<file path="config.mk">
export PLATFORM = sky130hd
export DESIGN_NAME = uart_tx_frame_flat
export DESIGN_NICKNAME = d
export VERILOG_FILES = /design/src/rtl/uart_pkg.sv /design/src/rtl/uart_tx_frame_if.sv /design/src/rtl/uart_baud_gen.sv /design/src/rtl/uart_tx_frame.sv /design/src/flat_wrapper.sv
export SDC_FILE = /design/constraint.sdc
export NUM_CORES = 1
export LEC_CHECK = 0
export ABC_AREA = 1
export BUFFER_PORTS_ARGS = -buffer_cell sky130_fd_sc_hd__buf_2
export CAP_MARGIN = 20
export CORE_MARGIN = 2
export CORE_UTILIZATION = 41
export DETAILED_ROUTE_END_ITERATION = 16
export PLACE_DENSITY = 0.69
export REMOVE_ABC_BUFFERS = 1
export SLEW_MARGIN = 15
export SYNTH_ARGS = -nofsm -noshare
export SYNTH_HDL_FRONTEND = slang
export SYNTH_HIERARCHICAL = 1
export SYNTH_SLANG_ARGS = --single-unit
</file>
<file path="constraint.sdc">
create_clock -name clk -period 1.6 [get_ports clk]
set_input_delay 0.32 -clock clk [delete_from_list [all_inputs] [get_ports clk]]
set_output_delay 0.32 -clock clk [all_outputs]
set_load 0.05 [all_outputs]
</file>
<file path="src/rtl/uart_pkg.sv">
// Shared UART definitions: parity encodings (common with the receive side),
// frame bit polarities, TX state encoding and parity helpers.
package uart_pkg;

   localparam int unsigned DATA_W = 8;
   localparam int unsigned IDX_W  = 3;

   localparam logic [1:0] PAR_NONE00 = 2'b00;
   localparam logic [1:0] PAR_ODD    = 2'b01;
   localparam logic [1:0] PAR_EVEN   = 2'b10;
   localparam logic [1:0] PAR_NONE11 = 2'b11;

   localparam logic START_BIT = 1'b0;
   localparam logic STOP_BIT  = 1'b1;

   typedef enum logic [2:0] {
      TX_IDLE,
      TX_START,
      TX_DATA,
      TX_PARITY,
      TX_STOP
   } tx_state_e;

   // Both 00 and 11 mean "no parity slot in the frame".
   function automatic logic has_parity(input logic [1:0] ptype);
      return !((ptype == PAR_NONE00) || (ptype == PAR_NONE11));
   endfunction

   // ODD: total ones including parity is odd; EVEN: total is even.
   function automatic logic parity_bit(input logic [DATA_W-1:0] data,
                                       input logic [1:0]        ptype);
      return (ptype == PAR_ODD) ? ~^data : ^data;
   endfunction

endpackage

</file>
<file path="src/rtl/uart_tx_frame_if.sv">
// Byte handshake and serial-line bundle for the UART transmitter.
//   send/data_in/parity_type : producer -> transmitter
//   tx/busy/done             : transmitter -> consumer
interface uart_tx_frame_if;
   import uart_pkg::*;

   logic              send;
   logic [DATA_W-1:0] data_in;
   logic [1:0]        parity_type;
   logic              tx;
   logic              busy;
   logic              done;

   modport master (
      output send, data_in, parity_type,
      input  tx, busy, done
   );

   modport slave (
      input  send, data_in, parity_type,
      output tx, busy, done
   );

endinterface

</file>
<file path="src/rtl/uart_baud_gen.sv">
// Bit-period timer: counts 0..CLKS_PER_BIT-1 and wraps at each bit boundary.
//   clk, reset       : clock, async active-high reset
//   clear            : synchronous clear, holds the count at 0
//   bit_tick         : registered, high during the last cycle of each bit
//   bit_tick_next_c  : combinational, bit_tick value for the next cycle
module uart_baud_gen #(
   parameter int unsigned CLKS_PER_BIT = 868
) (
   input  logic clk,
   input  logic reset,
   input  logic clear,
   output logic bit_tick,
   output logic bit_tick_next_c
);

   localparam int unsigned CNT_W = (CLKS_PER_BIT > 1) ? $clog2(CLKS_PER_BIT) : 1;
   localparam logic [CNT_W-1:0] CNT_LAST = CNT_W'(CLKS_PER_BIT - 1);

   logic [CNT_W-1:0] r_cnt;
   logic [CNT_W-1:0] w_cnt_next;
   logic             r_tick;

   // Next count: clear wins, otherwise wrap at the bit boundary.
   always_comb begin
      w_cnt_next = r_cnt + CNT_W'(1);
      if (clear) begin
         w_cnt_next = '0;
      end else if (r_cnt == CNT_LAST) begin
         w_cnt_next = '0;
      end
   end

   assign bit_tick_next_c = (w_cnt_next == CNT_LAST);

   always_ff @(posedge clk or posedge reset) begin
      if (reset) begin
         r_cnt  <= '0;
         r_tick <= 1'b0;
      end else begin
         r_cnt  <= w_cnt_next;
         r_tick <= bit_tick_next_c;
      end
   end

   assign bit_tick = r_tick;

endmodule

</file>
<file path="src/rtl/uart_tx_frame.sv">
// UART transmit framer: start bit, 8 data bits LSB first, optional parity,
// one stop bit, shifted out at CLKS_PER_BIT clocks per bit.
//   clk, reset : clock, async active-high reset
//   bus        : slave side of uart_tx_frame_if (send/data_in/parity_type in;
//                tx/busy/done out, all registered)
module uart_tx_frame
   import uart_pkg::*;
#(
   parameter int unsigned CLKS_PER_BIT = 868
) (
   input  logic          clk,
   input  logic          reset,
   uart_tx_frame_if.slave bus
);

   tx_state_e         r_state, w_state_next;
   logic [DATA_W-1:0] r_data,  w_data_next;
   logic [1:0]        r_ptype, w_ptype_next;
   logic              r_par,   w_par_next;
   logic [IDX_W-1:0]  r_idx,   w_idx_next;
   logic              r_tx,    w_tx_next;
   logic              r_busy,  w_busy_next;
   logic              r_done,  w_done_next;
   logic              w_clear;
   logic              w_tick;
   logic              w_tick_next;

   // Timer is held at 0 while idle so the start bit gets a full period.
   assign w_clear = (r_state == TX_IDLE);

   uart_baud_gen #(
      .CLKS_PER_BIT (CLKS_PER_BIT)
   ) u_baud (
      .clk             (clk),
      .reset           (reset),
      .clear           (w_clear),
      .bit_tick        (w_tick),
      .bit_tick_next_c (w_tick_next)
   );

   // Next-state and next-output logic; outputs are computed one cycle ahead.
   always_comb begin
      w_state_next = r_state;
      w_data_next  = r_data;
      w_ptype_next = r_ptype;
      w_par_next   = r_par;
      w_idx_next   = r_idx;
      w_tx_next    = r_tx;
      w_busy_next  = r_busy;
      w_done_next  = 1'b0;

      case (r_state)
         TX_IDLE: begin
            w_tx_next   = STOP_BIT;
            w_busy_next = 1'b0;
            if (bus.send) begin
               w_data_next  = bus.data_in;
               w_ptype_next = bus.parity_type;
               w_par_next   = parity_bit(bus.data_in, bus.parity_type);
               w_idx_next   = '0;
               w_state_next = TX_START;
               w_tx_next    = START_BIT;
               w_busy_next  = 1'b1;
            end
         end
         TX_START: begin
            if (w_tick) begin
               w_state_next = TX_DATA;
               w_idx_next   = '0;
               w_tx_next    = r_data[0];
            end
         end
         TX_DATA: begin
            if (w_tick) begin
               if (r_idx == IDX_W'(DATA_W - 1)) begin
                  if (has_parity(r_ptype)) begin
                     w_state_next = TX_PARITY;
                     w_tx_next    = r_par;
                  end else begin
                     w_state_next = TX_STOP;
                     w_tx_next    = STOP_BIT;
                  end
               end else begin
                  w_idx_next = r_idx + IDX_W'(1);
                  w_tx_next  = r_data[r_idx + IDX_W'(1)];
               end
            end
         end
         TX_PARITY: begin
            if (w_tick) begin
               w_state_next = TX_STOP;
               w_tx_next    = STOP_BIT;
            end
         end
         TX_STOP: begin
            // done must be registered into the final stop cycle.
            w_done_next = w_tick_next;
            if (w_tick) begin
               w_state_next = TX_IDLE;
               w_busy_next  = 1'b0;
               w_tx_next    = STOP_BIT;
            end
         end
         default: begin
            w_state_next = TX_IDLE;
            w_tx_next    = STOP_BIT;
            w_busy_next  = 1'b0;
         end
      endcase
   end

   always_ff @(posedge clk or posedge reset) begin
      if (reset) begin
         r_state <= TX_IDLE;
         r_data  <= '0;
         r_ptype <= PAR_NONE00;
         r_par   <= 1'b0;
         r_idx   <= '0;
         r_tx    <= STOP_BIT;
         r_busy  <= 1'b0;
         r_done  <= 1'b0;
      end else begin
         r_state <= w_state_next;
         r_data  <= w_data_next;
         r_ptype <= w_ptype_next;
         r_par   <= w_par_next;
         r_idx   <= w_idx_next;
         r_tx    <= w_tx_next;
         r_busy  <= w_busy_next;
         r_done  <= w_done_next;
      end
   end

   assign bus.tx   = r_tx;
   assign bus.busy = r_busy;
   assign bus.done = r_done;

endmodule
</file>
<file path="src/flat_wrapper.sv">
// flat-port wrapper written by rule: the top's interface ports become plain ports
module uart_tx_frame_flat import uart_pkg::*;
#(
   parameter int unsigned CLKS_PER_BIT = 868
)
  (clk, reset, bus_send, bus_data_in, bus_parity_type, bus_tx, bus_busy, bus_done);
  uart_tx_frame_if bus_i ();
  input  logic clk;
  input  logic reset;
  input wire logic [$bits(bus_i.send)-1:0] bus_send;
  input wire logic [$bits(bus_i.data_in)-1:0] bus_data_in;
  input wire logic [$bits(bus_i.parity_type)-1:0] bus_parity_type;
  output wire logic [$bits(bus_i.tx)-1:0] bus_tx;
  output wire logic [$bits(bus_i.busy)-1:0] bus_busy;
  output wire logic [$bits(bus_i.done)-1:0] bus_done;
  assign bus_i.send = bus_send;
  assign bus_i.data_in = bus_data_in;
  assign bus_i.parity_type = bus_parity_type;
  assign bus_tx = bus_i.tx;
  assign bus_busy = bus_i.busy;
  assign bus_done = bus_i.done;
  uart_tx_frame #(.CLKS_PER_BIT(CLKS_PER_BIT)) u_core (.clk(clk), .reset(reset), .bus(bus_i));
endmodule
</file>
==> summary.md, run 1 <==
| Metric | Value |
|---|---|
| Period utilization | 94.6% |
| Worst slew margin | 71.3% |
| Worst Hold Class | input pin to async pin |
| Switching share of power | 42.3% |
| Crit-path slowest cell | dfrtp_1 |
| Number of global-route vias before repair | 1,506 |
| Net Switching | 0.00149 W |
| Sequential element share of the synthesized area | 42.7% |
| Grt ovf | 0 |
| R2R setup slack | 90 ps |
| DR WL/cell | 10.2 um |
| Placer Congestion | 0.963 |
| Layout Skew | 2.00 ps |
| Total power | 0.00351 W |
| DRT Pass-1 Iters | 4 |
| Iter 0 DRT Violations | 45 |
| Fin. max-slew vios | 0 |
| Critical path endpoint category | flip-flop |
| Total clock sinks | 31 |
| Comb power frac | 45.6% |
| Hold Buf Count CTS | 0 |
| Startpoint types | flip-flop |
| Ant. Diodes | 0 |
| Static leakage | 1.14 nW |
| Yosys reg bits | 31 |
| CP max stage delay | 410 ps |
| Num CTS Buffers | 5 |
| Design area | 2110 um^2 |
| Via-to-Cell Ratio | 4.72 |
| Post-DP Area | 1980 um^2 |
| Initial antenna violation count | 0 |
| Final ANT Viol Nets | 0 |
| Area grow syn2layout | 16.0% |
| Total of max-cap violations | 0 |
| Gate Count Post-Synth | 256 |
| Flop pwr share | 35.1% |
| CTS H-tree lvls | 2 |
| Multi-input gate area | 872 um^2 |
| First-pass GRT wire length | 6220 um |
| Final hold vios | 0 |
| Internal power | 0.00202 W |
| Clock share of power | 19.3% |
| Crit path kind | flip-flop to flip-flop |
| Most frequent cells in the layout | 79 x nand2_1, 38 x inv_1, 30 x dfrtp_1, 25 x nor2_1, 20 x nand3_1 |
| Skew-Pair Late Insertion Delay | 280 ps |
| Clk buf depth | 2 |
| Buf/Inv on CP | 2 |
| Number of distinct library cells after synthesis | 26 |
| # fillers | 457 |
| Mean Syn Cell Area | 7.11 um^2 |
| Status | completed |
| Commonest non-fill, non-tap cell in the layout | nand2_1 |
| Power per cell area | 1660 nW/um^2 |
| Post-DP HPWL | 2660 um |
| WP data required | 1820 ps |
| Critical path, cell by cell | ha_2 -> nand2_1 -> nor2_1 -> nand3_1 -> nand2_2 -> inv_2 -> nand2_2 -> nor2_2 -> nand2_1 -> nor2_2 -> inv_1 -> nor2_1 |
| Core ar. | 4320 um^2 |
| Largest net degree at the start of global routing | 21 |
| Final Critical Period | 1510 ps |
| Die H | 70.6 um |
| CTS tree | yes |
| Top Family by Delay on Critical Path | simple AND/OR/NAND/NOR gates |
| Synthesized area | 1820 um^2 |
| Gr usage total | 15.6% |
| Max VDD drop | 0.578 mV |
| # DRC | 0 |
| Maximum clock rate | 0.661 GHz |
| Warnings, synthesis | 6 |
| Wirelength, routed | 3420 um |
| Rows | 24 |
| Crit path max fanout | 4 |
| PortBufs | 15 |
| Nets | 297 |
| Worst-path clk slew | 60 ps |
| Unrepaired setup endpoints after global routing | true |
| Starting density of the core | 42.1% |
| Critical Path AT | 1730 ps |
| Root Driver | clkbuf_8 |
| Slew @ Worst Pin | 429 ps |
| Die X | 70.6 um |
| Storage cell area | 777 um^2 |
| Via Count | 1,575 |
| Die ar. | 4990 um^2 |
| Final TNS setup | 0 ps |
| IO Count | 16 |
| Final setup viols | 0 |
| Layout cells sized above 1 | 20.9% |
-- sequential cells by signal, summed over array words and instances (netlist names) --
register,count
u_core/u_baud/r_cnt,10
u_core/r_data,8
u_core/r_idx,3
u_core/r_state,3
u_core/r_ptype,2
u_core/bus.busy,1
u_core/bus.done,1
u_core/bus.tx,1
u_core/r_par,1
u_core/u_baud/bit_tick,1
-- logic make-up after synthesis --
logic type,synth area share [%]
AND/OR/NAND/NOR,37.4
buffers and inverters,10.5
flip-flops,42.7
AO/OA/AOI/OAI,6.40
adder cells (fa/ha/maj),2.06
XOR/XNOR,0.963
-- cell usage after synthesis --
library cell | instances | area, um^2
a21oi_1 | 2 | 10.0
buf_2 | 1 | 5.00
buf_6 | 1 | 11.3
clkbuf_2 | 1 | 5.00
dfrtp_1 | 30 | 751
dfstp_2 | 1 | 26.3
ha_1 | 3 | 37.5
inv_1 | 41 | 154
inv_2 | 4 | 15.0
nand2_1 | 83 | 312
nand2_2 | 7 | 43.8
nand2_4 | 1 | 11.3
nand3_1 | 21 | 105
nand3_4 | 1 | 17.5
nand3b_1 | 1 | 7.51
nand4_1 | 4 | 25.0
nor2_1 | 26 | 97.6
nor2_2 | 1 | 6.26
nor2_4 | 4 | 45.0
nor3_1 | 2 | 10.0
o211ai_1 | 1 | 7.51
o21ai_0 | 10 | 50.1
o21ai_1 | 6 | 30.0
o21bai_2 | 1 | 11.3
o31ai_1 | 1 | 7.51
xor2_1 | 2 | 17.5
-- final timing paths --
check	start	cells after the start	to
worst min-delay path	reset	2	u_core/u_baud/r_cnt[9]$_DFF_PP0_
min in group clk	bus_data_in[5]	3	u_core/r_data[5]$_DFFE_PP0P_
max in group asynchronous	reset	2	u_core/u_baud/r_cnt[8]$_DFF_PP0_
worst min register to register	u_core/r_par$_DFFE_PP0P_	2	u_core/r_par$_DFFE_PP0P_
worst max register to register	u_core/u_baud/r_cnt[0]$_DFF_PP0_	12	u_core/bus.done$_DFF_PP0_
worst max-delay path	u_core/u_baud/r_cnt[0]$_DFF_PP0_	12	u_core/bus.done$_DFF_PP0_
-- cell type report --
type / instances / area share, %
multi-input cells: 177 / 41.3
flip-flops and latches: 31 / 36.8
inverters: 45 / 8.13
repair buffers: 21 / 5.69
clock buffers: 7 / 4.57
well taps: 52 / 3.08
clock inverters: 1 / 0.356
-- worst register-to-register path: cells and delay by family (launching register included) --
family / cells / cell delay (ps)
fa+ha+maj: 1 / 200
buf+inv: 2 / 150
flops: 1 / 410
simple gates: 9 / 690
-- stage by stage --
stage	std cells	hold slack, ps	util (%)	setup slack (ps)
5_1_grt	334	69.5	48.8	-60.8
3_3_place_gp	325	338	45.7	109
4_1_cts	333	36.4	48.1	14.8
6_report	334	34.5	48.8	86.5
2_1_floorplan	253	172	-	195
3_5_place_dp	325	344	45.7	43.9
-- power groups by stage --
stage	sequential, W	combinational, W	clock [W]
after floorplan	0.00131	0.00110	0
after global placement	0.00124	0.00155	0
after detailed placement	0.00124	0.00156	0
after CTS	0.00123	0.00156	0.000699
after global routing	0.00128	0.00182	0.000737
final	0.00123	0.00160	0.000676
-- metal layers --
layer / routed length [um] / GRT usage (%)
met1: 1680 / 21.0
met2: 1540 / 24.3
met3: 140 / 3.85
met4: 51 / 6.29
met5: 0 / 0
-- what timing repair did --
action / 4_1_cts / 5_1_grt
buffers inserted: 0 / 1
resized for setup: 0 / 11
setup endpoints to repair: 0 / 2
Note: power is estimated with default switching activity, not from simulation.
==> run 2: changes to the inputs <==
clock period = 1.4 ns   (was 1.6 ns; I/O delays follow)
==> summary.md, run 2 (same netlist as run 1, synthesis figures left out) <==
| Metric | Value |
|---|---|
| Final setup viols | 4 (was 0) |
| Most frequent cells in the layout | 78 x nand2_1, 36 x inv_1, 27 x dfrtp_1, 22 x buf_4, 19 x nand3_1 (was 79 x nand2_1, 38 x inv_1, 30 x dfrtp_1, 25 x nor2_1, 20 x nand3_1) |
| Final hold vios | 0 (unchanged) |
| Failing checks | setup timing |
| Worst Hold Class | input pin to async pin (unchanged) |
| CTS H-tree lvls | 2 (unchanged) |
| Hold Buf Count CTS | 0 (unchanged) |
| Final Critical Period | 1460 ps (was 1510 ps) |
| Initial antenna violation count | 0 (unchanged) |
| Buf/Inv on CP | 2 (unchanged) |
| Total clock sinks | 31 (unchanged) |
| Clk buf depth | 2 (unchanged) |
| Fin. max-slew vios | 0 (unchanged) |
| IO Count | 16 (unchanged) |
| Switching share of power | 42.4% (was 42.3%) |
| Via-to-Cell Ratio | 4.68 (was 4.72) |
| Final WS setup | -56.7 ps (was 86.5 ps) |
| Static leakage | 1.24 nW (was 1.14 nW) |
| Max reg flops | 10 (unchanged) |
| Comb power frac | 51.4% (was 45.6%) |
| Top Family by Delay on Critical Path | simple AND/OR/NAND/NOR gates (unchanged) |
| Die H | 70.6 um (unchanged) |
| Internal power | 0.00250 W (was 0.00202 W) |
| Worst hold slack | 4.21 ps (was 34.5 ps) |
| Clock share of power | 15.9% (was 19.3%) |
| Gr usage total | 16.0% (was 15.6%) |
| Worst-path clk slew | 60 ps (about the same) |
| Unrepaired setup endpoints after global routing | true (unchanged) |
| WP data required | 1610 ps (was 1820 ps) |
| Maximum clock rate | 0.686 GHz (was 0.661 GHz) |
| Final TNS setup | -116 ps (was 0 ps) |
| Die X | 70.6 um (unchanged) |
| Critical path, cell by cell | ha_4 -> nand2_1 -> nor2_1 -> nand3_1 -> nand2_2 -> inv_2 -> nand2_1 -> nor2_1 -> nand2_1 -> nor2_2 -> inv_1 -> nor2_1 (was ha_2 -> nand2_1 -> nor2_1 -> nand3_1 -> nand2_2 -> inv_2 -> nand2_2 -> nor2_2 -> nand2_1 -> nor2_2 -> inv_1 -> nor2_1) |
| Commonest non-fill, non-tap cell in the layout | nand2_1 (unchanged) |
| Power per cell area | 1860 nW/um^2 (was 1660 nW/um^2) |
| Skew-Pair Late Insertion Delay | 270 ps (was 280 ps) |
| Biggest register | u_core/u_baud/r_cnt (unchanged) |
| Area grow syn2layout | 28.3% (was 16.0%) |
| Crit path kind | flip-flop to flip-flop (unchanged) |
| Period utilization | 104% (was 94.6%) |
| Crit-path slowest cell | dfrtp_2 (was dfrtp_1) |
| Max VDD drop | 0.849 mV (was 0.578 mV) |
| Final ANT Viol Nets | 0 (unchanged) |
| Grt ovf | 0 (unchanged) |
| DR WL/cell | 10.7 um (was 10.2 um) |
| Top flop regs | u_core/u_baud/r_cnt (10), u_core/r_data (8) (unchanged) |
| Core ar. | 4320 um^2 (unchanged) |
| Crit path max fanout | 3 (was 4) |
| CTS tree | yes (unchanged) |
| Ant. Diodes | 0 (unchanged) |
| Storage cell area | 781 um^2 (was 777 um^2) |
| Status | finished, violations left (was completed) |
| Post-DP HPWL | 2700 um (was 2660 um) |
| Layout Skew | 2.77 ps (was 2.00 ps) |
| Nets | 315 (was 297) |
| Slew @ Worst Pin | 431 ps (was 429 ps) |
| PortBufs | 15 (unchanged) |
| Rows | 24 (unchanged) |
| Num CTS Buffers | 5 (unchanged) |
| CP max stage delay | 440 ps (was 410 ps) |
| Worst slew margin | 71.2% (was 71.3%) |
| Net Switching | 0.00184 W (was 0.00149 W) |
| # fillers | 410 (was 457) |
| Largest net degree at the start of global routing | 21 (unchanged) |
| Die ar. | 4990 um^2 (unchanged) |
| Root Driver | clkbuf_8 (unchanged) |
| Flop pwr share | 32.8% (was 35.1%) |
| Iter 0 DRT Violations | 77 (was 45) |
| Via Count | 1,644 (was 1,575) |
| DRT Pass-1 Iters | 4 (unchanged) |
| Wirelength, routed | 3760 um (was 3420 um) |
| First-pass GRT wire length | 6400 um (was 6220 um) |
| Starting density of the core | 42.1% (unchanged) |
| Critical path endpoint category | flip-flop (unchanged) |
| Layout cells sized above 1 | 31.1% (was 20.9%) |
| Number of global-route vias before repair | 1,537 (was 1,506) |
| Placer Congestion | 0.885 (was 0.963) |
| # DRC | 0 (unchanged) |
| Startpoint types | flip-flop (unchanged) |
| Critical Path AT | 1670 ps (was 1730 ps) |
| Total of max-cap violations | 0 (unchanged) |
| Multi-input gate area | 956 um^2 (was 872 um^2) |
[run 2: metal layers]
layer	global-route usage, %	vias to the layer above	wire length [um]	share of wire [%]
met1	21.5	729	1800	48
met3	3.13	5	120	3.2
met4	6.29	0	47	1.3
met5	0	-	0	0
li1	-	875	-	-
met2	25.9	35	1790	48
[run 2: worst register-to-register path: cells and delay by family (launching register included)]
kind / cells / cell delay (ps)
simple gates: 9 / 650
buf+inv: 2 / 110
flops: 1 / 440
fa+ha+maj: 1 / 190
[run 2: final timing paths]
path | startpoint | to | slack [ps] | depth (start not counted)
max in group asynchronous | reset | u_core/u_baud/r_cnt[2]$_DFF_PP0_ | 1070 | 2
worst min-delay path | reset | u_core/u_baud/r_cnt[1]$_DFF_PP0_ | 4 | 2
worst max-delay path | u_core/u_baud/r_cnt[0]$_DFF_PP0_ | u_core/bus.done$_DFF_PP0_ | -60 | 12
min in group clk | bus_data_in[5] | u_core/r_data[5]$_DFFE_PP0P_ | 240 | 3
worst max register to register | u_core/u_baud/r_cnt[0]$_DFF_PP0_ | u_core/bus.done$_DFF_PP0_ | -60 | 12
worst min register to register | u_core/r_par$_DFFE_PP0P_ | u_core/r_par$_DFFE_PP0P_ | 480 | 2
[run 2: layout make-up]
class / count / share of cell area, %
tap: 52 / 2.79
clock buffer: 6 / 3.54
clock inverter: 1 / 0.214
timing repair buffer: 39 / 11.6
inverter: 45 / 7.45
sequential: 31 / 33.4
multi-input combinational: 177 / 40.9
[run 2: metrics by stage]
| stage | total power (W) | area [um^2] | util [%] | worst slack [ps] | std cells |
|---|---|---|---|---|---|
| floorplan | 0.00274 | 1800 | - | -4.82 | 253 |
| CTS | 0.00415 | 2230 | 51.5 | -67.5 | 347 |
| global route | 0.00473 | 2330 | 54.0 | -242 | 351 |
| finish | 0.00434 | 2330 | 54.0 | -56.7 | 351 |
| global placement | 0.00326 | 2050 | 47.4 | -98.5 | 335 |
| detailed placement | 0.00329 | 2050 | 47.4 | -162 | 335 |
[run 2: power groups by stage]
stage | clock network (W) | logic, W | registers (W)
global placement | 0 | 0.00186 | 0.00140
floorplan | 0 | 0.00125 | 0.00149
detailed placement | 0 | 0.00188 | 0.00141
global route | 0.000753 | 0.00252 | 0.00146
finish | 0.000688 | 0.00223 | 0.00142
CTS | 0.000710 | 0.00201 | 0.00143
[run 2: repair_timing]
item | CTS | global route
resized for setup | 16 | 25
setup endpoints to repair | 3 | 19
setup buffers | 5 | 6
gates cloned | 0 | 0
pin swaps | 11 | 11
==> run 3: changes to the inputs <==
--- a/config.mk
+++ b/config.mk
@@ -12,9 +12,8 @@
 export CORE_UTILIZATION = 41
 export DETAILED_ROUTE_END_ITERATION = 16
-export PLACE_DENSITY = 0.69
+export PLACE_DENSITY = 0.7
 export REMOVE_ABC_BUFFERS = 1
 export SLEW_MARGIN = 15
 export SYNTH_ARGS = -nofsm -noshare
 export SYNTH_HDL_FRONTEND = slang
-export SYNTH_HIERARCHICAL = 1
 export SYNTH_SLANG_ARGS = --single-unit
==> constraint.sdc (replaced) <==
create_clock -name clk -period 1.4 [get_ports clk]
set_input_delay 0.07 -clock clk [delete_from_list [all_inputs] [get_ports clk]]
set_output_delay 0.07 -clock clk [all_outputs]
set_load 0.05 [all_outputs]
==> summary.md, run 3 <==
| Metric | Value |
|---|---|
| Final setup viols | 5 (was 4) |
| Root Driver | clkbuf_8 (unchanged) |
| Number of distinct library cells after synthesis | 25 (was 26) |
| Yosys reg bits | 31 (unchanged) |
| Number of synthesized flops with an enable pin | 0 (unchanged) |
| DRT Pass-1 Iters | 4 (unchanged) |
| Nets | 314 (was 315) |
| PortBufs | 15 (unchanged) |
| CP max stage delay | 390 ps (was 440 ps) |
| Critical path, cell by cell | ha_4 -> nand2_4 -> inv_1 -> nand2_1 -> nand2_2 -> nand2_1 -> nor2_1 -> nand2_1 -> nor2_1 -> nand3_1 -> nor2_1 (was ha_4 -> nand2_1 -> nor2_1 -> nand3_1 -> nand2_2 -> inv_2 -> nand2_1 -> nor2_1 -> nand2_1 -> nor2_2 -> inv_1 -> nor2_1) |
| Die ar. | 4870 um^2 (was 4990 um^2) |
| Status | finished, violations left (unchanged) |
| Clk buf depth | 2 (unchanged) |
| Top-count cell post-synth | nand2_1 (unchanged) |
| Layout Skew | 8.18 ps (was 2.77 ps) |
| Max reg flops | 10 (unchanged) |
| Final WS setup | -51.4 ps (was -56.7 ps) |
| Failing checks | setup timing (unchanged) |
| Final Critical Period | 1450 ps (was 1460 ps) |
| Critical path endpoint category | flip-flop (unchanged) |
| Wirelength, routed | 4130 um (was 3760 um) |
| Final ANT Viol Nets | 0 (unchanged) |
| Via-to-Cell Ratio | 4.84 (was 4.68) |
| Top flop regs | u_core.u_baud.r_cnt (10), u_core.r_data (8) (was u_core/u_baud/r_cnt (10), u_core/r_data (8)) |
| Warnings, synthesis | 0 (was 6) |
| Post-DP Area | 2070 um^2 (was 2050 um^2) |
| Reg2reg end | u_core.bus.done$_DFF_PP0_ (was u_core/bus.done$_DFF_PP0_) |
| Crit-path slowest cell | dfrtp_1 (was dfrtp_2) |
| CTS tree | yes (unchanged) |
| Rows | 23 (was 24) |
| Commonest non-fill, non-tap cell in the layout | nand2_1 (unchanged) |
| R2R depth | 11 (was 12) |
| Number of global-route vias before repair | 1,632 (was 1,537) |
| Max VDD drop | 0.590 mV (was 0.849 mV) |
| Buf/Inv on CP | 1 (was 2) |
| Total of max-cap violations | 0 (unchanged) |
| Grt ovf | 0 (unchanged) |
| Worst-path clk slew | 60 ps (about the same) |
| Top Family by Delay on Critical Path | simple AND/OR/NAND/NOR gates (unchanged) |
| DR WL/cell | 11.8 um (was 10.7 um) |
| Gate Count Post-Synth | 247 (was 256) |
| IO Count | 16 (unchanged) |
| Num CTS Buffers | 5 (unchanged) |
| Synthesized area | 1780 um^2 (was 1820 um^2) |
| Gr usage total | 17.9% (was 16.0%) |
| Crit path max fanout | 5 (was 3) |
| Starting density of the core | 43.4% (was 42.1%) |
| Fin. max-slew vios | 0 (unchanged) |
| Final TNS setup | -155 ps (was -116 ps) |
| Die X | 69.8 um (was 70.6 um) |
| Placer Congestion | 0.893 (was 0.885) |
| Core ar. | 4090 um^2 (was 4320 um^2) |
| Unrepaired setup endpoints after global routing | true (unchanged) |
| Maximum clock rate | 0.689 GHz (was 0.686 GHz) |
| Skew-Pair Late Insertion Delay | 290 ps (was 270 ps) |
| Initial antenna violation count | 0 (unchanged) |
| CP Capture Point | u_core.bus.done$_DFF_PP0_ (was u_core/bus.done$_DFF_PP0_) |
| Area grow syn2layout | 37.8% (was 28.3%) |
| Worst slew margin | 73.6% (was 71.2%) |
| Predominant post-synthesis flop cell | dfrtp_1 (unchanged) |
| Setup crit start | u_core.u_baud.r_cnt[0]$_DFF_PP0_ (was u_core/u_baud/r_cnt[0]$_DFF_PP0_) |
| Sequential element share of the synthesized area | 43.8% (was 42.7%) |
| CTS H-tree lvls | 2 (unchanged) |
| R2R setup slack | -50 ps (was -60 ps) |
| Synth top area share | 42.3% (was 41.3%) |
| Design area | 2450 um^2 (was 2330 um^2) |
| Critical Path AT | 1670 ps (about the same) |
| First-pass GRT wire length | 6950 um (was 6400 um) |
| Synth area leaders | dfrtp_1 42%, nand2_1 17%, inv_1 7.6% (was dfrtp_1 41%, nand2_1 17%, inv_1 8.5%) |
| Power per cell area | 706 nW/um^2 (was 1860 nW/um^2) |
| # fillers | 363 (was 410) |
| Final hold vios | 0 (unchanged) |
| Mean Syn Cell Area | 7.19 um^2 (was 7.11 um^2) |
| Most frequent cells in the layout | 60 x nand2_1, 31 x inv_1, 27 x dfrtp_1, 23 x buf_4 (was 78 x nand2_1, 36 x inv_1, 27 x dfrtp_1, 22 x buf_4, 19 x nand3_1) |
| Synth top cells by count | 79 x nand2_1, 36 x inv_1, 30 x dfrtp_1 (was 83 x nand2_1, 41 x inv_1, 30 x dfrtp_1) |
| Via Count | 1,688 (was 1,644) |
| Period utilization | 104% (about the same) |
| Biggest area consumer among synthesized cells | dfrtp_1 (unchanged) |
| Hold depth | 3 |
| Synth async-reset ratio | 100% (unchanged) |
| WP depth | 11 (was 12) |
| Ant. Diodes | 0 (unchanged) |
| Worst Hold Class | input pin to flip-flop (was input pin to async pin) |
| Crit path kind | flip-flop to flip-flop (unchanged) |
| Largest net degree at the start of global routing | 32 (was 21) |
| Critical R2R Launch | u_core.u_baud.r_cnt[0]$_DFF_PP0_ (was u_core/u_baud/r_cnt[0]$_DFF_PP0_) |
| Iter 0 DRT Violations | 77 (unchanged) |
| Static leakage | 1.27 nW (was 1.24 nW) |
| WP data required | 1620 ps (was 1610 ps) |
| Post-DP HPWL | 2720 um (was 2700 um) |
| Die H | 69.8 um (was 70.6 um) |
| Startpoint types | flip-flop (unchanged) |
| Layout cells sized above 1 | 36.5% (was 31.1%) |
| Worst hold slack | 11.7 ps (was 4.21 ps) |
| Slew @ Worst Pin | 396 ps (was 431 ps) |
| Biggest register | u_core.u_baud.r_cnt (was u_core/u_baud/r_cnt) |
| # DRC | 0 (unchanged) |
| Total clock sinks | 31 (unchanged) |
## run 3: cell types whose count changed after synthesis, sizes merged, moves of 2 or more
cell	previous run	this run
xor2	2	6
nand3	22	18
xnor2	0	4
a21oi	2	7
inv	45	40
nand4	4	2
nand2	91	81
## run 3: cells by family (layout without fill, tap and decap cells)
kind of cell | Yosys count | in the layout | synth area share, %
flops | 31 | 31 | 43.8
xor+xnor | 10 | 10 | 4.93
compound gates | 26 | 26 | 7.75
simple gates | 134 | 134 | 31.9
buf+inv | 43 | 95 | 9.51
fa+ha+maj | 3 | 3 | 2.11
## run 3: worst min path at each step
| stage | slack (ps) | endpoint | start |
|---|---|---|---|
| 2_1_floorplan | 170 | u_core.bus.busy$_DFFE_PP0P_ | reset |
| 3_3_place_gp | 170 | u_core.u_baud.r_cnt[3]$_DFF_PP0_ | reset |
| 3_5_place_dp | 180 | u_core.u_baud.r_cnt[3]$_DFF_PP0_ | reset |
| 4_1_cts | 10 | u_core.r_data[5]$_DFFE_PP0P_ | bus_data_in[5] |
| 5_1_grt | 20 | u_core.r_data[5]$_DFFE_PP0P_ | bus_data_in[5] |
| 6_report | 10 | u_core.r_data[5]$_DFFE_PP0P_ | bus_data_in[5] |
## run 3: worst register-to-register path, cell delays in order (launching register included)
cell	delay [ps]
dfrtp_1	390
ha_4	180
nand2_4	90
inv_1	70
nand2_1	70
nand2_2	80
nand2_1	50
nor2_1	80
nand2_1	50
nor2_1	110
nand3_1	100
nor2_1	110
## run 3: where the power goes
| part | switching (W) | internal (W) |
|---|---|---|
| clock network | 0.000319 | 0.000348 |
| logic | 0.0000796 | 0.0000568 |
| registers | 0.00000850 | 0.000915 |
| total | 0.000407 | 0.00132 |
## run 3: area by class of cell
| class | instances | area [um^2] | area share (%) |
|---|---|---|---|
| inverters | 41 | 161 | 6.60 |
| clock buffers | 7 | 76.3 | 3.12 |
| clock inverters | 1 | 5.00 | 0.205 |
| well taps | 50 | 62.6 | 2.56 |
| flip-flops and latches | 31 | 781 | 31.9 |
| repair buffers | 46 | 335 | 13.7 |
| multi-input cells | 173 | 1020 | 41.9 |
## run 3: metrics by stage
| stage | worst slack [ps] | power, W | utilization (%) | cells |
|---|---|---|---|---|
| 2_1_floorplan | -174 | 0.00101 | - | 245 |
| 3_3_place_gp | -53.7 | 0.00106 | 50.7 | 333 |
| 3_5_place_dp | -155 | 0.00106 | 50.7 | 333 |
| 4_1_cts | -4.46 | 0.00174 | 54.9 | 346 |
| 5_1_grt | -203 | 0.00182 | 59.9 | 349 |
| 6_report | -51.4 | 0.00173 | 59.9 | 349 |
## run 3: layer usage
layer,track usage [%],part of all wire (%),vias up
met1,23.1,47,770
met4,8.33,2.3,0
li1,-,-,867
met5,0,0,-
met3,5.38,4.3,10
met2,27.4,47,41
## run 3: timing repair
item                                    in CTS  in global routing
hold buffers                                 2                  0
endpoints found under the setup margin       8                 24
hold endpoints to repair                    31                  0
buffers inserted                             3                  3
gates resized for setup                     15                 64
pin swaps                                    7                 21
